[config.mk]
export PLATFORM = sky130hd
export DESIGN_NAME = usart_rx_frame_ctrl_flat
export DESIGN_NICKNAME = d
export VERILOG_FILES = /design/src/rtl/usart_rx_frame_ctrl_if.sv /design/src/rtl/usart_rx_frame_ctrl.sv /design/src/flat_wrapper.sv
export SDC_FILE = /design/constraint.sdc
export NUM_CORES = 1
export LEC_CHECK = 0
export CORE_ASPECT_RATIO = 0.9
export CORE_UTILIZATION = 40
export DETAILED_ROUTE_END_ITERATION = 16
export HOLD_SLACK_MARGIN = 0.06
export SLEW_MARGIN = 10
export SYNTH_ARGS = -nofsm -noshare
export SYNTH_HDL_FRONTEND = slang
export SYNTH_SLANG_ARGS = --single-unit
[constraint.sdc]
create_clock -name clk -period 2.45 [get_ports clk]
set_input_delay 0.245 -clock clk [delete_from_list [all_inputs] [get_ports clk]]
set_output_delay 0.245 -clock clk [all_outputs]
set_load 0.01 [all_outputs]
[src/rtl/usart_rx_frame_ctrl_if.sv]
// Host/receiver-side signal bundle for the USART frame controller.
// The controller takes the slave modport; the receiver/host side takes master.
interface usart_rx_frame_ctrl_if #(
    parameter int MAX_LEN = 16
);
    localparam int AW = (MAX_LEN > 1) ? $clog2(MAX_LEN) : 1;
    localparam int LW = $clog2(MAX_LEN + 1);

    logic [7:0]    rx_data;
    logic          rx_toggle;
    logic          frame_ack;
    logic [AW-1:0] rd_addr;
    logic [7:0]    rd_data;
    logic          frame_valid;
    logic [LW-1:0] frame_len;
    logic          busy;
    logic          err_length;
    logic          err_checksum;
    logic          err_timeout;
    logic          err_overrun;

    modport master (
        output rx_data, rx_toggle, frame_ack, rd_addr,
        input  rd_data, frame_valid, frame_len, busy,
               err_length, err_checksum, err_timeout, err_overrun
    );

    modport slave (
        input  rx_data, rx_toggle, frame_ack, rd_addr,
        output rd_data, frame_valid, frame_len, busy,
               err_length, err_checksum, err_timeout, err_overrun
    );
endinterface

[src/rtl/usart_rx_frame_ctrl.sv]
// Frame-level receive controller: parses SOF, LEN, payload, XOR checksum from the
// USART byte stream, buffers the payload and holds a good frame until acknowledged.
module usart_rx_frame_ctrl #(
    parameter logic [7:0] SOF_BYTE     = 8'hA5,
    parameter int         MAX_LEN      = 16,
    parameter int         TIMEOUT_CLKS = 100000
) (
    input logic                  clk,
    input logic                  reset,
    usart_rx_frame_ctrl_if.slave bus
);
    localparam int AW = (MAX_LEN > 1) ? $clog2(MAX_LEN) : 1;
    localparam int LW = $clog2(MAX_LEN + 1);
    localparam int TW = (TIMEOUT_CLKS > 1) ? $clog2(TIMEOUT_CLKS) : 1;
    localparam logic [TW-1:0] TMO_LAST  = TW'(TIMEOUT_CLKS - 1);
    localparam logic [7:0]    MAX_LEN_B = 8'(MAX_LEN);

    typedef enum logic [2:0] {
        S_IDLE,
        S_LEN,
        S_PAYLOAD,
        S_CSUM,
        S_DONE
    } state_t;

    state_t        r_state, w_nxt;
    logic          r_toggle_q, r_armed;
    logic [LW-1:0] r_len, r_idx, r_frame_len;
    logic [7:0]    r_csum, r_rd_data;
    logic [TW-1:0] r_tmo;
    logic [7:0]    r_buf [MAX_LEN];
    logic          r_err_len, r_err_cs, r_err_tmo, r_err_ovr;

    logic w_evt, w_mid, w_tmo_hit, w_len_ok, w_last, w_csum_ok;
    logic w_err_len, w_err_cs, w_err_tmo, w_err_ovr;

    // armed suppresses the bogus edge seen when rx_toggle is already high at reset release
    assign w_evt     = r_armed && (bus.rx_toggle != r_toggle_q);
    assign w_mid     = (r_state == S_LEN) || (r_state == S_PAYLOAD) || (r_state == S_CSUM);
    assign w_tmo_hit = (r_tmo == TMO_LAST);
    assign w_len_ok  = (bus.rx_data != 8'h00) && (bus.rx_data <= MAX_LEN_B);
    assign w_last    = (r_idx == (r_len - LW'(1)));
    assign w_csum_ok = (bus.rx_data == r_csum);

    always_ff @(posedge clk or negedge reset) begin
        if (!reset) begin
            r_toggle_q <= 1'b0;
            r_armed    <= 1'b0;
        end else begin
            r_toggle_q <= bus.rx_toggle;
            r_armed    <= 1'b1;
        end
    end

    always_ff @(posedge clk or negedge reset) begin
        if (!reset) r_state <= S_IDLE;
        else        r_state <= w_nxt;
    end

    // A byte event always outranks a timeout in the same cycle.
    always_comb begin
        w_nxt     = r_state;
        w_err_len = 1'b0;
        w_err_cs  = 1'b0;
        w_err_tmo = 1'b0;
        w_err_ovr = 1'b0;
        case (r_state)
            S_IDLE: begin
                if (w_evt && (bus.rx_data == SOF_BYTE)) w_nxt = S_LEN;
            end
            S_LEN: begin
                if (w_evt) begin
                    if (w_len_ok) begin
                        w_nxt = S_PAYLOAD;
                    end else begin
                        w_err_len = 1'b1;
                        w_nxt     = S_IDLE;
                    end
                end else if (w_tmo_hit) begin
                    w_err_tmo = 1'b1;
                    w_nxt     = S_IDLE;
                end
            end
            S_PAYLOAD: begin
                if (w_evt) begin
                    if (w_last) w_nxt = S_CSUM;
                end else if (w_tmo_hit) begin
                    w_err_tmo = 1'b1;
                    w_nxt     = S_IDLE;
                end
            end
            S_CSUM: begin
                if (w_evt) begin
                    if (w_csum_ok) begin
                        w_nxt = S_DONE;
                    end else begin
                        w_err_cs = 1'b1;
                        w_nxt    = S_IDLE;
                    end
                end else if (w_tmo_hit) begin
                    w_err_tmo = 1'b1;
                    w_nxt     = S_IDLE;
                end
            end
            S_DONE: begin
                if (w_evt)         w_err_ovr = 1'b1;
                if (bus.frame_ack) w_nxt     = S_IDLE;
            end
            default: w_nxt = S_IDLE;
        endcase
    end

    always_ff @(posedge clk or negedge reset) begin
        if (!reset) begin
            r_len       <= '0;
            r_idx       <= '0;
            r_csum      <= '0;
            r_frame_len <= '0;
            r_tmo       <= '0;
            r_rd_data   <= '0;
            r_err_len   <= 1'b0;
            r_err_cs    <= 1'b0;
            r_err_tmo   <= 1'b0;
            r_err_ovr   <= 1'b0;
        end else begin
            r_err_len <= w_err_len;
            r_err_cs  <= w_err_cs;
            r_err_tmo <= w_err_tmo;
            r_err_ovr <= w_err_ovr;
            r_rd_data <= r_buf[bus.rd_addr];
            if (w_evt) begin
                case (r_state)
                    S_LEN: begin
                        if (w_len_ok) begin
                            r_len  <= bus.rx_data[LW-1:0];
                            r_csum <= bus.rx_data;
                            r_idx  <= '0;
                        end
                    end
                    S_PAYLOAD: begin
                        r_csum <= r_csum ^ bus.rx_data;
                        r_idx  <= r_idx + LW'(1);
                    end
                    S_CSUM: begin
                        if (w_csum_ok) r_frame_len <= r_len;
                    end
                    default: ;
                endcase
            end
            // Counter only advances while waiting in a mid-frame state.
            if (!w_mid || w_evt || (w_nxt != r_state)) r_tmo <= '0;
            else                                         r_tmo <= r_tmo + TW'(1);
        end
    end

    // Payload store; only written in PAYLOAD, so it stays frozen while a frame is held.
    always_ff @(posedge clk) begin
        if (w_evt && (r_state == S_PAYLOAD)) r_buf[r_idx[AW-1:0]] <= bus.rx_data;
    end

    assign bus.rd_data      = r_rd_data;
    assign bus.frame_valid  = (r_state == S_DONE);
    assign bus.frame_len    = r_frame_len;
    assign bus.busy         = w_mid;
    assign bus.err_length   = r_err_len;
    assign bus.err_checksum = r_err_cs;
    assign bus.err_timeout  = r_err_tmo;
    assign bus.err_overrun  = r_err_ovr;
endmodule

[src/flat_wrapper.sv]
// flat-port wrapper written by rule: the top's interface ports become plain ports
module usart_rx_frame_ctrl_flat 
#(
    parameter logic [7:0] SOF_BYTE     = 8'hA5,
    parameter int         MAX_LEN      = 16,
    parameter int         TIMEOUT_CLKS = 100000
)
  (clk, reset, bus_rx_data, bus_rx_toggle, bus_frame_ack, bus_rd_addr, bus_rd_data, bus_frame_valid, bus_frame_len, bus_busy, bus_err_length, bus_err_checksum, bus_err_timeout, bus_err_overrun);
  usart_rx_frame_ctrl_if #(.MAX_LEN(MAX_LEN)) bus_i ();
  input logic clk;
  input logic reset;
  input wire logic [$bits(bus_i.rx_data)-1:0] bus_rx_data;
  input wire logic [$bits(bus_i.rx_toggle)-1:0] bus_rx_toggle;
  input wire logic [$bits(bus_i.frame_ack)-1:0] bus_frame_ack;
  input wire logic [$bits(bus_i.rd_addr)-1:0] bus_rd_addr;
  output wire logic [$bits(bus_i.rd_data)-1:0] bus_rd_data;
  output wire logic [$bits(bus_i.frame_valid)-1:0] bus_frame_valid;
  output wire logic [$bits(bus_i.frame_len)-1:0] bus_frame_len;
  output wire logic [$bits(bus_i.busy)-1:0] bus_busy;
  output wire logic [$bits(bus_i.err_length)-1:0] bus_err_length;
  output wire logic [$bits(bus_i.err_checksum)-1:0] bus_err_checksum;
  output wire logic [$bits(bus_i.err_timeout)-1:0] bus_err_timeout;
  output wire logic [$bits(bus_i.err_overrun)-1:0] bus_err_overrun;
  assign bus_i.rx_data = bus_rx_data;
  assign bus_i.rx_toggle = bus_rx_toggle;
  assign bus_i.frame_ack = bus_frame_ack;
  assign bus_i.rd_addr = bus_rd_addr;
  assign bus_rd_data = bus_i.rd_data;
  assign bus_frame_valid = bus_i.frame_valid;
  assign bus_frame_len = bus_i.frame_len;
  assign bus_busy = bus_i.busy;
  assign bus_err_length = bus_i.err_length;
  assign bus_err_checksum = bus_i.err_checksum;
  assign bus_err_timeout = bus_i.err_timeout;
  assign bus_err_overrun = bus_i.err_overrun;
  usart_rx_frame_ctrl #(.SOF_BYTE(SOF_BYTE), .MAX_LEN(MAX_LEN), .TIMEOUT_CLKS(TIMEOUT_CLKS)) u_core (.clk(clk), .reset(reset), .bus(bus_i));
endmodule
==> results.py, run 1 <==
metrics = {
    "run_status": {
        "status": "finished clean",
    },
    "cells_and_area": {
        "drive_gt1_frac": 0.250,
        "nets": 572,
        "diodes": 0,
        "synthToLayoutAreaGrowth_pct": 21.1,
        "final_area_um2": 9250,
    },
    "detailed_routing": {
        "routed_wl_mm": 16.2,
        "ant_nets": 0,
        "viasPerCell": 5.16,
        "drt_iter0_markers": 310,
        "top_layer": "met4",
        "wl_per_cell_um": 20.0,
        "routed-wl-met2_mm": 8.20,
        "wl_met3_um": 467,
        "drc": 0,
        "first_pass_iters": 5,
        "route.layer.met1.wl_mm": 7.27,
        "vias": 4166,
    },
    "worst_setup_path": {
        "end_kind": "flop",
        "r2r_cells": 4,
        "worstReg2RegStart": "u_core.r_state[0]",
        "crit_start": "u_core.r_state[0]",
        "crit_path_end": "u_core.r_buf[3][3]",
        "max_stage_delay_ps": 690,
        "cp.depth": 4,
        "cp_slowest_cell": "or4b_1",
        "crit_type": "flop to flop",
        "worstPathRequired_ps": 2580,
        "r2r_slack_ps": 160,
        "crit_buf_inv": 1,
        "start_kind": "flop",
        "cp.arrival_ps": 2420,
        "cp_max_fo": 8,
        "crit_family": "simple AND/OR/NAND/NOR gates",
        "path_cells": "or3b_4 -> or4b_1 -> nor3_1 -> buf_4",
        "timing.rr.end": "u_core.r_buf[3][3]",
    },
    "global_routing": {
        "grt_pass1_vias": 4553,
        "grt_pass1_wl_mm": 25.9,
        "gr-total-overflow": 0,
        "track_usage": 0.182,
        "grt_max_degree": 33,
        "antenna_found_initial": 0,
    },
    "pwr": {
        "switchingPower_mw": 1.76,
        "pwr_density_cell_nw_per_um2": 771,
        "p_leak_nw": 3.38,
        "p_int_mw": 5.37,
        "ir_worst_vdd_uv": 612,
        "p_clk_frac": 0.407,
        "p_sw_frac": 0.247,
        "p_comb_frac": 0.090,
        "p_seq_frac": 0.503,
    },
    "sta": {
        "worstMarginPinSlew_ps": 737,
        "finalSetupViolations": 0,
        "finalHoldViolations": 0,
        "finalMaxSlewViolations": 0,
        "fin_crit_ps": 2290,
        "clock_skew_ps": 10.4,
        "rsz0062_at_grt": "no",
        "relSlewSlack": 0.509,
        "finalWorstSetupSlack_ps": 161,
        "fmax_mhz": 437,
        "tns_ps": 0,
        "finalCritPeriodShare": 0.934,
    },
    "floorplanning": {
        "core_um2": 18500,
        "die_y_um": 133,
        "rows": 47,
        "die_area_um2": 19700,
        "die_w_um": 148,
        "initial_core_util": 0.413,
        "pin_count": 35,
    },
    "synthesis": {
        "synth_cell_types": 43,
        "synth_edf_count": 128,
        "ys_ff_latch": 185,
        "synth_async_sr_flop_share": 0.308,
        "synth_area_leaders": "edfxtp_1 50%, dfrtp_1 19%, mux4_2 12%",
        "ys_seq_area_frac": 0.690,
        "yosys_warnings": 0,
        "synth_cells": 464,
        "synthesis.nets": 486,
        "netlist_area_um2": 7640,
        "ys.flop_type": "edfxtp_1",
        "yosysTopAreaCellShare": 0.503,
        "yosysTopAreaCell": "edfxtp_1",
        "avgSynthCellArea_um2": 16.5,
    },
    "cts": {
        "htree_levels": 4,
        "clk_path_buf_depth": 2,
        "post_cts_buffers": 0,
        "root_buffer": "clkbuf_16",
        "cts_tree": "built",
        "cts.clk_slew.worst_paths_ps": 70,
        "cts_sinks": 185,
        "clock_latency_ps": 430,
        "ctsResizeCount": 0,
        "cts_inserted_buffers": 17,
    },
    "placed_design": {
        "post-place-ws_ps": 80.7,
        "dp_hpwl_mm": 10.9,
        "place_congestion": 0.790,
        "io_buffers": 34,
        "dpl-instance-area_um2": 8600,
    },
    "min_path": {
        "whs_path_depth": 1,
        "worstHoldPathType": "input port to flop",
    },
    "run": {
        "cap_violations": 0,
    },
}
-- cells in the mapped netlist (2+ instances only) --
cell type	number
ha_1	6
a21oi_1	5
nor4_2	2
buf_6	2
and3_1	4
mux4_2	40
buf_1	2
a21oi_2	4
inv_1	11
mux2i_1	8
nand3_1	6
nor4_1	3
edfxtp_1	128
nand3b_1	2
xnor2_1	18
nand2b_1	3
nand2_1	37
o31ai_1	2
dfrtp_1	57
clkbuf_1	8
o21bai_1	2
o21ai_1	3
mux2_2	6
or4_1	3
nor2_1	47
nor3_1	8
nand4_1	10
xor2_1	16
nor4b_1	2
buf_2	6
-- registers in the layout, summed over array words and instances, names as in the netlist --
| name | cells |
|---|---|
| u_core.r_buf | 128 |
| u_core.r_tmo | 17 |
| u_core.bus.rd_data | 8 |
| u_core.r_csum | 8 |
| u_core.bus.frame_len | 5 |
| u_core.r_idx | 5 |
| u_core.r_len | 5 |
| u_core.r_state | 3 |
| u_core.bus.err_checksum | 1 |
| u_core.bus.err_length | 1 |
| u_core.bus.err_overrun | 1 |
| u_core.bus.err_timeout | 1 |
| u_core.r_armed | 1 |
| u_core.r_toggle_q | 1 |
-- cell families (layout without fill, tap and decap cells) --
kind of cell	Yosys count	after routing	share of synthesized area
xor gates and xnor gates	34	34	0.0390
adders and majority gates	6	6	0.00982
and+or+nand+nor	136	136	0.0902
other	1	1	0.000491
DFF	185	185	0.690
buffers and inverters	29	128	0.0172
muxes	54	54	0.137
AOI/OAI and AO/OA	19	19	0.0165
-- worst min path at each step --
| stage | start | to | slack [ps] |
|---|---|---|---|
| floorplan | reset | u_core.bus.err_checksum | -50 |
| global placement | reset | u_core.bus.rd_data[6] | 330 |
| detailed placement | reset | u_core.bus.rd_data[4] | 340 |
| CTS | bus_rx_toggle | u_core.r_toggle_q | 330 |
| global route | bus_rx_toggle | u_core.r_toggle_q | 330 |
| finish | bus_rx_toggle | u_core.r_toggle_q | 340 |
-- area by class of cell --
cell class / count / area, um^2
clock buffers: 18 / 439
clock inverters: 14 / 203
fillers: 1534 / 9270
inverters: 11 / 41.3
multi-input cells: 250 / 2240
flip-flops and latches: 185 / 5270
well taps: 245 / 307
repair buffers: 85 / 753
-- routing by layer --
layer,vias to the layer above,track usage
li1,1927,-
met1,2152,0.240
met2,73,0.300
met3,14,0.0373
met4,0,0.0664
met5,-,0
-- layout by cell type, fill, tap and decap left out, types with 16 or more instances in the layout --
master	count
xnor2_1	18
clkdlybuf4s50_1	32
dfrtp_1	57
clkbuf_16	17
nor2_1	47
xor2_1	16
nand2_1	37
buf_4	47
edfxtp_1	128
mux4_2	40
-- power by group through the flow --
stage / Clock [mW] / Sequential [mW] / Combinational, mW
finish: 2.90 / 3.59 / 0.644
global route: 3.08 / 3.60 / 0.724
CTS: 2.97 / 3.59 / 0.656
detailed placement: 0 / 3.65 / 0.649
global placement: 0 / 3.65 / 0.631
floorplan: 0 / 3.61 / 0.409
-- what timing repair did --
item	CTS	global route
endpoints found under the setup margin	0	0
hold buffers	1	0
endpoints found under the hold margin	25	0
-- per-stage QoR --
stage / std cells / power, mW / util / hold WS, ps
finish: 808 / 7.13 / 0.500 / 342
floorplan: 464 / 4.02 / - / -50.6
CTS: 808 / 7.21 / 0.500 / 331
detailed placement: 775 / 4.30 / 0.464 / 345
global route: 808 / 7.41 / 0.500 / 335
global placement: 775 / 4.28 / 0.464 / 335
(Power assumes the default switching activity.)
==> run 2, diff against run 1 <==
Settings changed: CORE_MARGIN from default to 4, CTS_CLUSTER_SIZE from default to 12.
==> results.py, run 2 (synthesis gave the netlist of run 1 again) <==
metrics = {
    "pwr": {
        "p_int_mw": 5.34,
        "p_leak_nw": 3.34,
        "ir_worst_vdd_uv": 441,
        "pwr_density_cell_nw_per_um2": 758,
        "p_comb_frac": 0.093,
        "p_clk_frac": 0.391,
        "p_seq_frac": 0.516,
        "p_sw_frac": 0.233,
        "switchingPower_mw": 1.62,
    },
    "min_path": {
        "worstHoldPathType": "input port to flop",
    },
    "sta": {
        "worstMarginPinSlew_ps": 801,
        "finalMaxSlewViolations": 0,
        "tns_ps": 0,
        "relSlewSlack": 0.466,
        "finalSetupViolations": 0,
        "fmax_mhz": 439,
        "finalHoldViolations": 0,
        "fin_crit_ps": 2280,
        "clock_skew_ps": 17.2,
        "finalCritPeriodShare": 0.929,
        "finalWorstSetupSlack_ps": 174,
        "rsz0062_at_grt": "no",
    },
    "cells_and_area": {
        "layout_commonest_cell": "edfxtp_1",
        "nets": 571,
        "final_area_um2": 9180,
        "final_cell_mix": "128 x edfxtp_1, 57 x dfrtp_1, 47 x nor2_1, 47 x buf_4, 40 x mux4_2",
        "largest_reg_flops": 128,
        "diodes": 0,
        "multiInputGateArea_um2": 2240,
        "area.sequential_um2": 5270,
        "fin_util": 0.494,
        "drive_gt1_frac": 0.246,
        "synthToLayoutAreaGrowth_pct": 20.2,
        "fill_cells": 1562,
    },
    "cts": {
        "cts_sinks": 185,
        "cts_inserted_buffers": 17,
        "htree_levels": 4,
        "clk_path_buf_depth": 2,
        "root_buffer": "clkbuf_16",
        "cts.clk_slew.worst_paths_ps": 70,
        "cts_tree": "built",
        "clock_latency_ps": 430,
    },
    "detailed_routing": {
        "routed_wl_mm": 15.9,
        "drt_iter0_markers": 386,
        "wl_per_cell_um": 19.7,
        "first_pass_iters": 5,
        "viasPerCell": 5.19,
        "ant_nets": 0,
        "vias": 4192,
        "drc": 0,
    },
    "worst_setup_path": {
        "path_cells": "or3b_4 -> or4b_1 -> nor3_1 -> buf_4",
        "cp_max_fo": 8,
        "crit_path_end": "u_core.r_buf[3][0]",
        "worstPathRequired_ps": 2580,
        "max_stage_delay_ps": 670,
        "start_kind": "flop",
        "r2r_slack_ps": 170,
        "cp_slowest_cell": "or4b_1",
        "worstReg2RegStart": "u_core.r_state[0]",
        "crit_start": "u_core.r_state[0]",
        "crit_type": "flop to flop",
        "timing.rr.end": "u_core.r_buf[3][0]",
        "cp.arrival_ps": 2400,
        "end_kind": "flop",
        "r2r_cells": 4,
    },
    "floorplanning": {
        "initial_core_util": 0.411,
        "core_um2": 18600,
        "die_y_um": 139,
        "die_area_um2": 21400,
        "rows": 47,
        "die_w_um": 154,
        "pin_count": 35,
    },
    "placed_design": {
        "dpl-instance-area_um2": 8580,
        "dp_hpwl_mm": 10.6,
        "place_congestion": 0.791,
        "post-place-ws_ps": -128,
        "io_buffers": 34,
    },
    "run_status": {
        "status": "finished clean",
    },
    "global_routing": {
        "grt_max_degree": 58,
        "gr-total-overflow": 0,
        "grt_pass1_vias": 4311,
        "antenna_found_initial": 0,
        "track_usage": 0.156,
        "grt_pass1_wl_mm": 25.2,
    },
    "run": {
        "cap_violations": 0,
    },
}
## run 2: cell types whose count changed in the layout (fill, tap and decap cells not counted)
cell and delta:
buf_12 -1, inv_8 -3, clkinv_4 -1, clkinv_2 +2, clkinv_1 +1, inv_6 +2
clkbuf_8 +1, clkbuf_1 +1, clkinv_8 -4, clkinvlp_4 +1
## run 2: critical path: cells and delay by family (launching register included)
family,cells,cell delay [ps]
and+or+nand+nor,3,1290
DFF,1,430
buffers and inverters,1,240
## run 2: power groups by stage
stage | Clock, mW | Sequential [mW] | Combinational [mW]
after floorplan | 0 | 3.61 | 0.409
after global placement | 0 | 3.65 | 0.641
after detailed placement | 0 | 3.66 | 0.646
after CTS | 2.79 | 3.59 | 0.655
after global routing | 2.93 | 3.61 | 0.716
final | 2.72 | 3.59 | 0.645
## run 2: layout make-up
cell class / instances / area share
well taps: 245 / 0.0334
multi-input cells: 250 / 0.244
inverters: 11 / 0.00450
clock buffers: 20 / 0.0497
repair buffers: 84 / 0.0798
flip-flops and latches: 185 / 0.574
clock inverters: 12 / 0.0146
## run 2: how the worst min path moves through the flow
stage                        from                       to  slack, ps  cells after the start
finish              bus_rx_toggle        u_core.r_toggle_q        380                      1
global route        bus_frame_ack        u_core.r_state[2]        390                      2
CTS                 bus_rx_toggle        u_core.r_toggle_q        370                      1
detailed placement          reset    u_core.bus.rd_data[3]        440                      2
global placement            reset    u_core.bus.rd_data[4]        420                      2
floorplan                   reset  u_core.bus.err_checksum        -50                      0
## run 2: timing repair
item	CTS	global route
gates resized for setup	0	0
setup buffers	0	0
endpoints found under the hold margin	57	0
hold buffers	1	0
## run 2: per-layer routing
| metal | GRT usage | wire, um |
|---|---|---|
| met1 | 0.220 | 7120 |
| met2 | 0.244 | 7710 |
| met3 | 0.0446 | 931 |
| met4 | 0.0372 | 116 |
| met5 | 0 | 0 |
## run 2: per-stage QoR
stage | total power, mW | hold slack [ps] | cells
global route | 7.26 | 390 | 807
detailed placement | 4.30 | 445 | 774
floorplan | 4.02 | -50.6 | 464
global placement | 4.29 | 423 | 774
finish | 6.96 | 377 | 807
CTS | 7.03 | 372 | 807
==> run 3, diff against run 2 <==
Settings changed: REMOVE_ABC_BUFFERS from default to 1, SLEW_MARGIN 10 to 20.
==> results.py, run 3 (synthesis gave the netlist of run 1 again) <==
metrics = {
    "cts": {
        "post_cts_buffers": 0,
        "root_buffer": "clkbuf_16",
        "cts.clk_slew.worst_paths_ps": 70,
        "ctsResizeCount": 0,
        "cts_tree": "built",
        "cts_sinks": 185,
        "clock_latency_ps": 430,
        "htree_levels": 4,
        "cts_inserted_buffers": 17,
        "clk_path_buf_depth": 2,
        "cts_hold_buf": 1,
    },
    "worst_setup_path": {
        "r2r_cells": 4,
        "crit_type": "flop to flop",
        "cp_max_fo": 8,
        "worstPathRequired_ps": 2580,
        "start_kind": "flop",
        "end_kind": "flop",
        "cp.arrival_ps": 2440,
    },
    "cells_and_area": {
        "layout_commonest_cell": "edfxtp_1",
        "final_cell_mix": "128 x edfxtp_1, 57 x dfrtp_1, 47 x nor2_1, 40 x mux4_2, 39 x buf_4",
        "nets": 563,
        "final_area_um2": 9110,
        "diodes": 0,
        "fin_util": 0.490,
        "synthToLayoutAreaGrowth_pct": 19.2,
        "drive_gt1_frac": 0.235,
        "largest_reg_flops": 128,
        "fill_cells": 1632,
    },
    "floorplanning": {
        "die_area_um2": 21400,
        "rows": 47,
        "initial_core_util": 0.411,
        "die_y_um": 139,
        "core_um2": 18600,
        "die_w_um": 154,
        "pin_count": 35,
    },
    "global_routing": {
        "grt_pass1_wl_mm": 26.0,
        "track_usage": 0.160,
        "grt_pass1_vias": 4447,
        "antenna_found_initial": 0,
        "gr-total-overflow": 0,
        "grt_max_degree": 58,
    },
    "pwr": {
        "total_power_mw": 6.90,
        "p_leak_nw": 3.29,
        "ir_worst_vdd_uv": 515,
        "pwr_density_cell_nw_per_um2": 757,
    },
    "sta": {
        "finalMaxSlewViolations": 0,
        "clock_skew_ps": 11.4,
        "finalCritPeriodShare": 0.944,
        "fin_crit_ps": 2310,
        "rsz0062_at_grt": "no",
        "finalHoldViolations": 0,
        "worstMarginPinSlew_ps": 767,
        "finalSetupViolations": 0,
        "fmax_mhz": 432,
        "relSlewSlack": 0.489,
    },
    "detailed_routing": {
        "ant_nets": 0,
        "routed_wl_mm": 16.1,
        "first_pass_iters": 4,
        "drc": 0,
        "drt_iter0_markers": 298,
        "wl_per_cell_um": 20.1,
        "viasPerCell": 5.28,
        "vias": 4222,
    },
    "run": {
        "cap_violations": 0,
    },
    "placed_design": {
        "place_congestion": 0.848,
        "dpl-instance-area_um2": 8520,
        "io_buffers": 34,
        "dp_hpwl_mm": 10.6,
    },
    "min_path": {
        "worstHoldPathType": "input port to flop",
        "whs_path_depth": 1,
    },
    "run_status": {
        "status": "finished clean",
    },
}
[run 3: changes by cell type in the layout (fill, tap and decap cells not counted)]
cell / delta
clkinv_1: -1
clkinv_4: +3
buf_4: -8
clkinvlp_4: +3
clkinv_2: -1
clkbuf_8: -2
clkbuf_16: +1
clkbuf_1: +1
bufinv_16: -1
inv_6: -3
[run 3: metal layers]
metal  vias up  routed length, um  global-route usage
met5         -                  0                   0
met2       121               7440               0.242
met1      2184               7440               0.230
met4         0                185              0.0404
met3        15               1010              0.0443
li1       1902                  -                   -
[run 3: path summary, 6_finish.rpt]
path                       slack (ps)               endpoint              start
max                               140     u_core.r_buf[3][6]  u_core.r_state[2]
min                               370      u_core.r_toggle_q      bus_rx_toggle
max reg2reg                       140     u_core.r_buf[3][6]  u_core.r_state[2]
min reg2reg                       500       u_core.r_csum[6]   u_core.r_csum[6]
max in group asynchronous        1430        u_core.r_idx[2]              reset
min in group asynchronous         500  u_core.bus.rd_data[6]              reset
[run 3: layout make-up]
cell class	count	area, um^2	share of cell area
clock buffers	20	458	0.0503
clock inverters	12	118	0.0129
inverters	11	41.3	0.00453
multi-input cells	250	2240	0.246
flip-flops and latches	185	5270	0.579
well taps	245	307	0.0337
repair buffers	76	673	0.0739
[run 3: report_power, final]
part	switching [mW]	internal [mW]
Clock	1.20	1.47
Combinational	0.327	0.302
Sequential	0.137	3.46
[run 3: metrics by stage]
| stage | setup TNS [ps] | hold WS (ps) | std cells | worst slack (ps) |
|---|---|---|---|---|
| CTS | 0 | 358 | 799 | 138 |
| finish | 0 | 366 | 799 | 137 |
| global route | 0 | 364 | 799 | 12.7 |
| floorplan | -373 | -50.6 | 446 | -46.6 |
| detailed placement | 0 | 458 | 766 | 29.3 |
| global placement | -11.7 | 444 | 766 | -6.69 |
[run 3: critical path, stage by stage, from the launching register on]
cell     delay (ps)
dfrtp_1         440
or3b_4          440
or4b_1          690
nor3_1          210
buf_4           220
